### src/rtl/pe_sink.sv
// Hoplite torus ejection endpoint: absorbs exit-port packets addressed to this PE,
// queues the payload in a small FIFO and drains it over valid/ready.
module pe_sink #(
  parameter int P_W     = 16,
  parameter int X_AW    = 2,
  parameter int Y_AW    = 2,
  parameter int X_POS   = 0,
  parameter int Y_POS   = 0,
  parameter int FIFO_AW = 3,
  parameter int CNT_W   = 16
) (
  input  logic                        clk,
  input  logic                        rst,
  input  logic [P_W-1:0]              in_pkt,
  input  logic                        in_vld,
  output logic [P_W-X_AW-Y_AW-1:0]    out_data,
  output logic                        out_vld,
  input  logic                        out_rdy,
  output logic [FIFO_AW:0]            level,
  output logic [CNT_W-1:0]            rx_cnt,
  output logic [CNT_W-1:0]            drop_cnt,
  output logic [CNT_W-1:0]            mis_cnt,
  output logic                        ovf
);

  localparam int D_W   = P_W - X_AW - Y_AW;
  localparam int DEPTH = 1 << FIFO_AW;
  localparam logic [X_AW-1:0]    X_ID    = X_AW'(X_POS);
  localparam logic [Y_AW-1:0]    Y_ID    = Y_AW'(Y_POS);
  localparam logic [FIFO_AW:0]   LVL_MAX = (FIFO_AW+1)'(DEPTH);
  localparam logic [CNT_W-1:0]   CNT_MAX = {CNT_W{1'b1}};

  logic [D_W-1:0]     mem [DEPTH];
  logic [FIFO_AW-1:0] wr_ptr_reg, rd_ptr_reg;
  logic [FIFO_AW:0]   level_reg, level_next;
  logic [CNT_W-1:0]   rx_cnt_reg, drop_cnt_reg, mis_cnt_reg;
  logic               ovf_reg;

  logic [X_AW-1:0] dst_x;
  logic [Y_AW-1:0] dst_y;
  logic            match, full, pop, push, drop, miss;

  assign dst_x = in_pkt[P_W-1 -: X_AW];
  assign dst_y = in_pkt[P_W-X_AW-1 -: Y_AW];
  assign match = (dst_x == X_ID) && (dst_y == Y_ID);
  assign full  = (level_reg == LVL_MAX);
  assign pop   = out_vld & out_rdy;
  // The exit port cannot stall, so a full FIFO still takes the packet if the head leaves now.
  assign push  = in_vld & match & (~full | pop);
  assign drop  = in_vld & match & full & ~pop;
  assign miss  = in_vld & ~match;

  always_comb begin
    level_next = level_reg;
    case ({push, pop})
      2'b10:   level_next = level_reg + (FIFO_AW+1)'(1);
      2'b01:   level_next = level_reg - (FIFO_AW+1)'(1);
      default: level_next = level_reg;
    endcase
  end

  function automatic logic [CNT_W-1:0] sat_inc(input logic [CNT_W-1:0] v, input logic en);
    if (en && v != CNT_MAX) return v + CNT_W'(1);
    return v;
  endfunction

  // Storage carries no reset so it maps onto plain RAM.
  always_ff @(posedge clk) begin
    if (push) mem[wr_ptr_reg] <= in_pkt[D_W-1:0];
  end

  always_ff @(posedge clk or negedge rst) begin
    if (!rst) begin
      wr_ptr_reg   <= '0;
      rd_ptr_reg   <= '0;
      level_reg    <= '0;
      rx_cnt_reg   <= '0;
      drop_cnt_reg <= '0;
      mis_cnt_reg  <= '0;
      ovf_reg      <= 1'b0;
    end else begin
      if (push) wr_ptr_reg <= wr_ptr_reg + FIFO_AW'(1);
      if (pop)  rd_ptr_reg <= rd_ptr_reg + FIFO_AW'(1);
      level_reg    <= level_next;
      rx_cnt_reg   <= sat_inc(rx_cnt_reg, push);
      drop_cnt_reg <= sat_inc(drop_cnt_reg, drop);
      mis_cnt_reg  <= sat_inc(mis_cnt_reg, miss);
      if (drop) ovf_reg <= 1'b1;
    end
  end

  assign out_data = mem[rd_ptr_reg];
  assign out_vld  = (level_reg != '0);
  assign level    = level_reg;
  assign rx_cnt   = rx_cnt_reg;
  assign drop_cnt = drop_cnt_reg;
  assign mis_cnt  = mis_cnt_reg;
  assign ovf      = ovf_reg;

endmodule

### config.mk
export PLATFORM = sky130hd
export DESIGN_NAME = pe_sink
export DESIGN_NICKNAME = d
export VERILOG_FILES = /design/src/rtl/pe_sink.sv
export SDC_FILE = /design/constraint.sdc
export NUM_CORES = 1
export LEC_CHECK = 0
export CAP_MARGIN = 20
export CORE_MARGIN = 10
export CORE_UTILIZATION = 55
export DETAILED_ROUTE_END_ITERATION = 8
export PLACE_DENSITY_LB_ADDON = 0.1
export SYNTH_ARGS = -nofsm -noshare
export SYNTH_HDL_FRONTEND = slang
export SYNTH_SLANG_ARGS = --single-unit
### constraint.sdc
create_clock -name clk -period 3.4 [get_ports clk]
set_input_delay 0.85 -clock clk [delete_from_list [all_inputs] [get_ports clk]]
set_output_delay 0.85 -clock clk [all_outputs]
set_load 0.05 [all_outputs]
After elaboration in Yosys (flattened, before gate mapping)
Memories as Yosys holds them, arrays and structs flattened.
Index checks and enable logic that the tools add are counted.
- register bits after elaboration: 59
- bits in writable memories: 96
- memories kept: 1
- output and inout port bits: 66
- memories (memory ; words ; width ; read ports ; clocked after memory_dff ; wr ports ; line ; text):
    mem ; 8 ; 12 ; 1 ; 0 ; 1 ; 33 ; logic [D_W-1:0] mem [DEPTH];
- eq/ne operators: 6
- reduce and logical (&&, ||, !) cells: 8
- mux-type cells: 9
- $add $sub $neg: 7
- bitwise logic cells: 10
- operators with widths (cell ; number):
    $add A16 B1 Y16 const B ; 3
    $mux W16 ; 3
    $ne A16 B16 Y1 const B ; 3
    $pmux W4 S2 ; 1
    $add A3 B1 Y3 const B ; 2
    $and A1 B1 Y1 ; 6
    $mux W1 ; 5
    $add A4 B1 Y4 const B ; 1
    $eq A4 B4 Y1 const B ; 1
    $logic_and A1 B1 Y1 ; 4
    $logic_not A2 Y1 ; 2
    $reduce_bool A4 Y1 ; 1
    $sub A4 B1 Y4 const B ; 1
    $not A1 Y1 ; 3
    $eq A2 B1 Y1 const B ; 1
    $eq A2 B2 Y1 const B ; 1
    $reduce_bool A2 Y1 ; 1
    $or A1 B1 Y1 ; 1

Logic depth before layout (Yosys ltp)
Gate-level depths: netlist of run 1.
- depth after elaboration: 7
- mapped depth: 8
- gate-level depth less buffers: 8

Worst setup path after synthesis of run 1
OpenSTA, ideal clock, no wires.
- path type: in2reg
- start: input in_pkt[15]
- end: memory mem[2][0] in the netlist's numbering, enable pin
- stages: 3
- slack: 59 ps
- data required time: 2983 ps
- data arrival time: 2924 ps
- library setup time: 417 ps
- cell sequence: nor4_4 o211ai_2 nor4b_1
- longest elaborated chain between the ends: 6
- ends and longest elaborated chain (element ; line ; text):
    start, declared ; 14 ; input logic [P_W-1:0] in_pkt,
    $logic_not A2 Y1 ; 45 ; assign match = (dst_x == X_ID) && (dst_y == Y_ID);
    $logic_and A1 B1 Y1 ; 45 ;
    $and A1 B1 Y1 (2 in series) ; 49 ; assign push = in_vld & match & (~full | pop);
    $mux W1 ; 69 ; if (push) mem[wr_ptr_reg] <= in_pkt[D_W-1:0];
    $mux W1 (not written as such) ; 69 ;
    end, declared ; 33 ;
No other way between the ends.

Final worst setup path of run 1
- start: register level_reg[0], in the netlist level[0]
- end: output out_vld
- longest elaborated chain between the ends: 1
- ends and longest elaborated chain (element ; line ; text):
    start, declared ; 35 ; logic [FIFO_AW:0] level_reg, level_next;
    start signal, assigned ; 84 ; level_reg <= level_next;
    $reduce_bool A4 Y1 ; 93 ; assign out_vld = (level_reg != '0);
    end, declared ; 17 ; output logic out_vld,
No other way between the ends.

==> results.yml, run 1 <==
floorplan:
  core_area_um2: 11500
  die_x_um: 129
  initial_core_util_pct: 56.6
  dieHeight_um: 129
  dieArea_um2: 16600
  num_rows: 39
  io_pins: 86
clocking:
  cts_resized: 0
  cts.sinks: 155
  clk_pin_slew_ps: 60
  cts.path.max_buffers: 2
  cts_hold_buffers: 0
  cts_root_buffer: "clkbuf_16"
  post_cts_buffers: 0
  ctsHtreeMaxLevel: 4
  cts-buffers-inserted: 17
  clock_latency_ps: 430
  cts_tree: "built"
yosys:
  synth_top_area_share_pct: 44.4
  post_synth_num_cell_types: 46
  synth_edf_count: 96
  synthAdderAreaFrac_pct: 1.16
  synthSimpleGateAreaFrac_pct: 10.2
  async_reset_ff_share_pct: 38.1
  synth_seq_cells: 155
  synth-compound-area-share_pct: 2.93
  synthesis.nets: 433
  muxShareOfSynthArea_pct: 11.6
  synth_top_family_by_area: "multiplexers"
  yosysWarningCount: 0
  synth_xor_area_share_pct: 6.20
  syn_area_um2: 6490
  seq_area_frac_synth_pct: 67.1
  synthCells: 407
  synth_area_per_cell_um2: 16.0
  synth_top_cell_by_area: "edfxtp_1"
  synthTopCellsByArea: "edfxtp_1, dfrtp_1, mux4_2"
  synthFlopType: "edfxtp_1"
cells_and_area:
  diodes: 0
  fillers: 775
  nNetsFinal: 544
  largest_register_ffs: 96
  syn_to_final_growth_pct: 26.0
  regMostFlops: "mem"
  multiInputGateArea_um2: 2100
  drive_gt1_share_pct: 21.8
  ff_latch_area_um2: 4360
drt:
  avgRoutedWirePerCell_um: 19.3
  dr.first_iter.drc_count: 281
  drt_pass1_iterations: 4
  vias: 3807
  drt_wl_total_mm: 13.0
  antenna_left: 0
  vias_per_cell: 5.65
  drc: 0
global_route:
  grt_max_degree: 37
  grt_pass1_wl_mm: 21.1
  antenna_found_initial: 0
  grt_pass1_vias: 4004
  track_usage_pct: 16.3
  grt_overflow: 0
critical_path:
  timing.rr.start: "level[0]"
  worst-setup-path-type: "reg2out"
  endpoint_kind: "primary output"
  worstPathArrival_ps: 2230
  critPathRequiredTime_ps: 2550
  rr_endpoint: "level[2]"
  worstPathMaxFanout: 8
  r2r_slack_ps: 920
  worstSetupStartpointType: "flop"
  reg2regPathDepth: 8
timing:
  finalHoldViolations: 0
  finClkSkew_ps: 10.9
  post-route-min-period_ps: 3080
  tns_ps: 0
  setup_viol: 0
  worst_pin_slew_ps: 807
  fin_crit_sh_pct: 90.7
  maxSlewHeadroom_pct: 46.2
  rsz0062_at_grt: "false"
  fmax_mhz: 324
  fin_ws_ps: 316
  final-max-slew-violation-count: 0
  hold_slack_ps: 498
min_path:
  hold-path-endpoint: "mis_cnt[14]"
  worstHoldStart: "mis_cnt[14]"
  min_path_cells: 1
  min_path_type: "reg2reg"
placement:
  port_buffers: 85
  dpl.hpwl_mm: 8.71
  gp_congestion: 0.844
  pre_cts_ws_ps: 286
run_status:
  status: "finished clean"
power_and_ir_drop:
  power.leakage_nw: 3.02
  vdd_drop_max_uv: 654
  p_per_area_nw_per_um2: 756
run:
  cap_violations: 0
-- how the worst max path moves through the flow --
stage,end,cells after the start,from
floorplan,mem[2][0],3,in_pkt[15]
CTS,out_vld,2,level[0]
finish,out_vld,2,level[0]
detailed placement,level[2],9,in_pkt[15]
global route,out_vld,2,level[0]
global placement,level[2],9,in_pkt[15]
-- synthesized netlist by cell type (all sizes together), types with 2 or more instances --
master  number
a21oi        6
a311oi       2
a31oi        2
and2         2
and3         9
and4         2
buf          2
clkbuf       6
dfrtp       59
edfxtp      96
ha           6
inv          4
mux2        19
mux4        24
nand2       29
nand2b       3
nand3       27
nand4        7
nor2        15
nor2b        2
nor3        13
nor3b        2
nor4         5
or3          2
or4          2
xnor2       33
xor2        13
-- per-stage QoR --
step                cell area [um2]  instances  power [W]  utilization [%]
global placement               7580        642    0.00433             66.1
finish                         8180        674    0.00619             71.4
floorplan                      6490        407    0.00376                -
detailed placement             7580        642    0.00436             66.1
CTS                            8180        674    0.00625             71.4
global route                   8180        674    0.00646             71.4
-- report_power, final --
group / switching, W / internal, W
clock network: 0.000743 / 0.00115
registers: 0.000233 / 0.00212
logic: 0.00113 / 0.000811
total: 0.00210 / 0.00408
-- layout by cell type (no fill, tap or decap), types with 3 or more instances in the layout --
cell type | Yosys | layout
nand4_1 | 6 | 6
clkdlybuf4s50_1 | 0 | 72
bufinv_16 | 0 | 3
clkinv_4 | 0 | 4
ha_1 | 6 | 6
clkbuf_16 | 0 | 17
a21oi_1 | 6 | 6
xor2_1 | 13 | 13
nor2_1 | 15 | 15
nand3_1 | 27 | 27
nor3_2 | 3 | 3
inv_1 | 4 | 4
nand2_1 | 29 | 29
xnor2_1 | 33 | 33
nor4_1 | 4 | 3
nor3_1 | 10 | 10
nand2b_1 | 3 | 3
mux4_2 | 24 | 24
and3_1 | 9 | 9
dfrtp_1 | 59 | 59
buf_4 | 0 | 27
clkinvlp_4 | 0 | 5
mux2_2 | 19 | 19
edfxtp_1 | 96 | 96
-- logic make-up after synthesis --
kind of cell,count (synthesis)
xor gates and xnor gates,46
and+or+nand+nor,123
DFF,155
buffers and inverters,12
adders and majority gates,6
AOI/OAI and AO/OA,22
muxes,43
-- layout make-up --
type	instances	share of cell area, %
sequential	155	53.3
multi-input combinational	240	25.7
timing repair buffer	100	11.3
clock buffer	17	5.20
tap	143	2.19
clock inverter	15	2.16
inverter	4	0.183
-- per-layer routing --
layer / track usage [%] / share of wire, % / wire length [um] / up-vias
met1: 19.8 / 41 / 5310 / 1903
li1: - / - / - / 1780
met4: 5.44 / 1.3 / 173 / 0
met3: 6.90 / 8.0 / 1040 / 17
met2: 25.8 / 50 / 6480 / 107
met5: 0 / 0 / 0 / -
-- critical path: stages (launching register included) --
cell             delay, ps
dfrtp_1                480
or4_4                  580
clkdlybuf4s50_1        750
Note: power is estimated with default switching activity, not from simulation.
==> run 2, diff against run 1 <==
Settings changed: GPL_TIMING_DRIVEN from default to 0.
==> results.yml, run 2 (same netlist as run 1, synthesis figures left out) <==
run_status:
  status: "finished clean"
floorplan:
  dieHeight_um: 129
  io_pins: 86
  initial_core_util_pct: 56.6
  core_area_um2: 11500
  dieArea_um2: 16600
  die_x_um: 129
  num_rows: 39
clocking:
  clock_latency_ps: 420
  post_cts_buffers: 0
  clk_pin_slew_ps: 60
  cts_tree: "built"
  cts.sinks: 155
  cts-buffers-inserted: 17
  ctsHtreeMaxLevel: 4
  cts.path.max_buffers: 2
  cts_root_buffer: "clkbuf_16"
cells_and_area:
  fin_cells: 675
  fin_util_pct: 71.3
  nNetsFinal: 545
  regMostFlops: "mem"
  final_area_um2: 8180
  diodes: 0
  layout_commonest_cell: "edfxtp_1"
  fillers: 781
  drive_gt1_share_pct: 22.4
  syn_to_final_growth_pct: 26.0
  largest_register_ffs: 96
  final_cell_mix: "edfxtp_1, clkdlybuf4s50_1, dfrtp_1, xnor2_1, nand2_1"
drt:
  drc: 0
  drt_wl_total_mm: 13.9
  vias_per_cell: 5.72
  vias: 3864
  antenna_left: 0
  avgRoutedWirePerCell_um: 20.6
  dr.first_iter.drc_count: 280
  drt_pass1_iterations: 4
critical_path:
  worstPathArrival_ps: 2290
  max_stage_delay_ps: 520
  critPathRequiredTime_ps: 2550
  worstPathMaxFanout: 10
  worstPathCellList: "clkbuf_4 -> buf_6 -> mux4_2 -> mux2_2 -> clkbuf_2"
  worstSetupStartpointType: "flop"
  cp_slowest_cell: "mux4_2"
  timing.rr.start: "level[1]"
  crit_buf_inv: 3
  crit_start: "rd_ptr_reg[0]"
  endpoint_kind: "primary output"
  timing.critical_path.max_delay_family: "multiplexers"
  worst-setup-path-type: "reg2out"
placement:
  port_buffers: 85
  gp_congestion: 0.817
  place_inst: 644
  place_area_um2: 7660
  dpl.hpwl_mm: 9.48
timing:
  setup_viol: 0
  final-max-slew-violation-count: 0
  finClkSkew_ps: 11.2
  finalHoldViolations: 0
  fmax_mhz: 319
  worst_pin_slew_ps: 766
  rsz0062_at_grt: "false"
  fin_crit_sh_pct: 92.3
  maxSlewHeadroom_pct: 48.7
  post-route-min-period_ps: 3140
  tns_ps: 0
power_and_ir_drop:
  power_w: 0.00606
  p_per_area_nw_per_um2: 741
  power.leakage_nw: 3.02
  vdd_drop_max_uv: 611
global_route:
  grt_overflow: 0
  antenna_found_initial: 0
  grt_pass1_vias: 4136
  grt_max_degree: 35
  track_usage_pct: 17.5
  grt_pass1_wl_mm: 22.4
min_path:
  min_path_type: "in2async"
run:
  cap_violations: 0
-- run 2: stage by stage --
| stage | hold slack (ps) | setup slack, ps |
|---|---|---|
| 2_1_floorplan | 525 | 59.1 |
| 3_3_place_gp | 480 | -1830 |
| 3_5_place_dp | 468 | -326 |
| 4_1_cts | 456 | 19.9 |
| 5_1_grt | 475 | 129 |
| 6_report | 444 | 261 |
-- run 2: path summary, 6_finish.rpt --
path,endpoint,slack [ps],cells after the start
min in group clk,ovf,480,1
min reg2reg,ovf,480,1
min,rx_cnt[1],440,1
max,out_data[1],260,5
max reg2reg,mem[6][0],970,5
max in group asynchronous,rd_ptr_reg[0],2350,2
-- run 2: cell type report --
type / count / area, um2 / area share (%)
Multi-Input combinational cell: 240 / 2140 / 26.2
Inverter: 4 / 15.0 / 0.184
Clock inverter: 12 / 98.8 / 1.21
Tap cell: 143 / 179 / 2.19
Buffer: 7 / 50.0 / 0.612
Timing Repair Buffer: 94 / 888 / 10.9
Clock buffer: 20 / 447 / 5.46
Sequential cell: 155 / 4360 / 53.3
-- run 2: per-layer routing --
layer  vias up  track usage [%]  routed length (um)
met5         -                0                   0
met4         0             5.89                 240
met3        19             6.82                 928
met2        93             28.4                6980
met1      1967             21.1                5760
li1       1785                -                   -
-- run 2: timing repair --
item                                    4_1_cts  5_1_grt
endpoints found under the hold margin         0        0
hold buffers                                  0        0
resized for setup                            21       26
endpoints found under the setup margin       12       18
-- run 2: report_power, final --
part           internal [W]  total, W  switching (W)
sequential          0.00213   0.00233       0.000206
combinational      0.000767   0.00199        0.00122
clock               0.00102   0.00174       0.000720
==> run 3, diff against run 2 <==
Settings changed: SKIP_CTS_REPAIR_TIMING from default to 1.
==> results.yml, run 3 (same netlist as run 1, synthesis figures left out) <==
floorplan:
  core_area_um2: 11500
  die_x_um: 129
  initial_core_util_pct: 56.6
  dieArea_um2: 16600
  io_pins: 86
  num_rows: 39
  dieHeight_um: 129
drt:
  dr.first_iter.drc_count: 288
  drt_wl_total_mm: 13.9
  drc: 0
  drt_pass1_iterations: 4
  avgRoutedWirePerCell_um: 20.7
  antenna_left: 0
  vias_per_cell: 5.76
  vias: 3887
cells_and_area:
  nNetsFinal: 545
  regMostFlops: "mem"
  ff_latch_area_um2: 4360
  final_cell_mix: "edfxtp_1, clkdlybuf4s50_1, dfrtp_1, xnor2_1, nand2_1"
  fillers: 772
  diodes: 0
  syn_to_final_growth_pct: 27.3
  final_area_um2: 8260
  multiInputGateArea_um2: 2140
  largest_register_ffs: 96
  layout_commonest_cell: "edfxtp_1"
  drive_gt1_share_pct: 20.1
timing:
  hold_slack_ps: 444
  worst_pin_slew_ps: 777
  maxSlewHeadroom_pct: 47.9
  fmax_mhz: 307
  post-route-min-period_ps: 3260
  fin_crit_sh_pct: 95.9
  rsz0062_at_grt: "false"
  finClkSkew_ps: 11.0
  final-max-slew-violation-count: 0
  finalHoldViolations: 0
  setup_viol: 0
power_and_ir_drop:
  vdd_drop_max_uv: 612
  power.leakage_nw: 3.12
  p_per_area_nw_per_um2: 744
global_route:
  grt_pass1_wl_mm: 22.4
  grt_overflow: 0
  antenna_found_initial: 0
  grt_max_degree: 35
  track_usage_pct: 17.5
  grt_pass1_vias: 4138
clocking:
  cts_root_buffer: "clkbuf_16"
  cts.path.max_buffers: 2
  clk_pin_slew_ps: 60
  ctsHtreeMaxLevel: 4
  cts.sinks: 155
  clock_latency_ps: 420
  cts_tree: "built"
  cts-buffers-inserted: 17
critical_path:
  worst-setup-path-type: "reg2out"
  worstPathArrival_ps: 2410
  critPathRequiredTime_ps: 2550
  reg2regPathDepth: 5
  crit_start: "rd_ptr_reg[0]"
  r2r_slack_ps: 980
  rr_endpoint: "mem[6][0]"
  worstPathMaxFanout: 10
  timing.rr.start: "level[1]"
  worstSetupStartpointType: "flop"
  endpoint_kind: "primary output"
  setup.worst_path.end: "out_data[1]"
placement:
  dpl.hpwl_mm: 9.48
  place_area_um2: 7660
  gp_congestion: 0.817
  port_buffers: 85
min_path:
  min_path_type: "in2async"
run:
  cap_violations: 0
run_status:
  status: "finished clean"
## run 3: changes by cell type in the layout (fill, tap and decap cells not counted)
cell,change
clkbuf_2,-12
clkbuf_4,-2
dlymetal6s2s_1,+12
buf_2,+2
## run 3: power breakdown
part / leakage (nW) / internal [W] / switching [W]
sequential: 1.64 / 0.00213 / 0.000207
clock: 0.266 / 0.00102 / 0.000720
combinational: 1.22 / 0.000856 / 0.00122
## run 3: stage by stage
stage | instances | setup slack (ps) | TNS, ps | power [W] | utilization (%)
6_report | 675 | 138 | 0 | 0.00614 | 72.1
2_1_floorplan | 407 | 59.1 | 0 | 0.00376 | -
3_3_place_gp | 635 | -1830 | -133050 | 0.00438 | 65.6
5_1_grt | 675 | 3.67 | 0 | 0.00642 | 72.1
4_1_cts | 676 | -803 | -9150 | 0.00619 | 71.5
3_5_place_dp | 644 | -326 | -10290 | 0.00443 | 66.8
## run 3: metal layers
layer | part of all wire (%) | wire length (um) | vias to the layer above | GRT usage [%]
met3 | 7.7 | 1070 | 23 | 6.94
met5 | 0 | 0 | - | 0
met1 | 41 | 5660 | 1974 | 21.1
li1 | - | - | 1778 | -
met2 | 50 | 6950 | 112 | 28.4
met4 | 1.9 | 267 | 0 | 5.76
## run 3: how the worst min path moves through the flow
stage	end	slack, ps	cells past startpoint
after detailed placement	ovf	470	1
final	rx_cnt[1]	440	1
after global placement	ovf	480	1
after floorplan	wr_ptr_reg[2]	520	1
after global routing	mis_cnt[3]	470	1
after CTS	mis_cnt[3]	460	1
## run 3: area by class of cell
class	instances	area share [%]
Multi-Input combinational cell	240	25.9
Buffer	7	0.545
Sequential cell	155	52.7
Clock buffer	20	5.40
Tap cell	143	2.17
Inverter	4	0.182
Clock inverter	12	1.20
Timing Repair Buffer	94	11.8
## run 3: worst max-delay path: stages (launching register included)
cell and delay (ps):
dfrtp_1 350, buf_2 270, buf_6 250, mux4_2 510, mux2_2 280, dlymetal6s2s_1 320
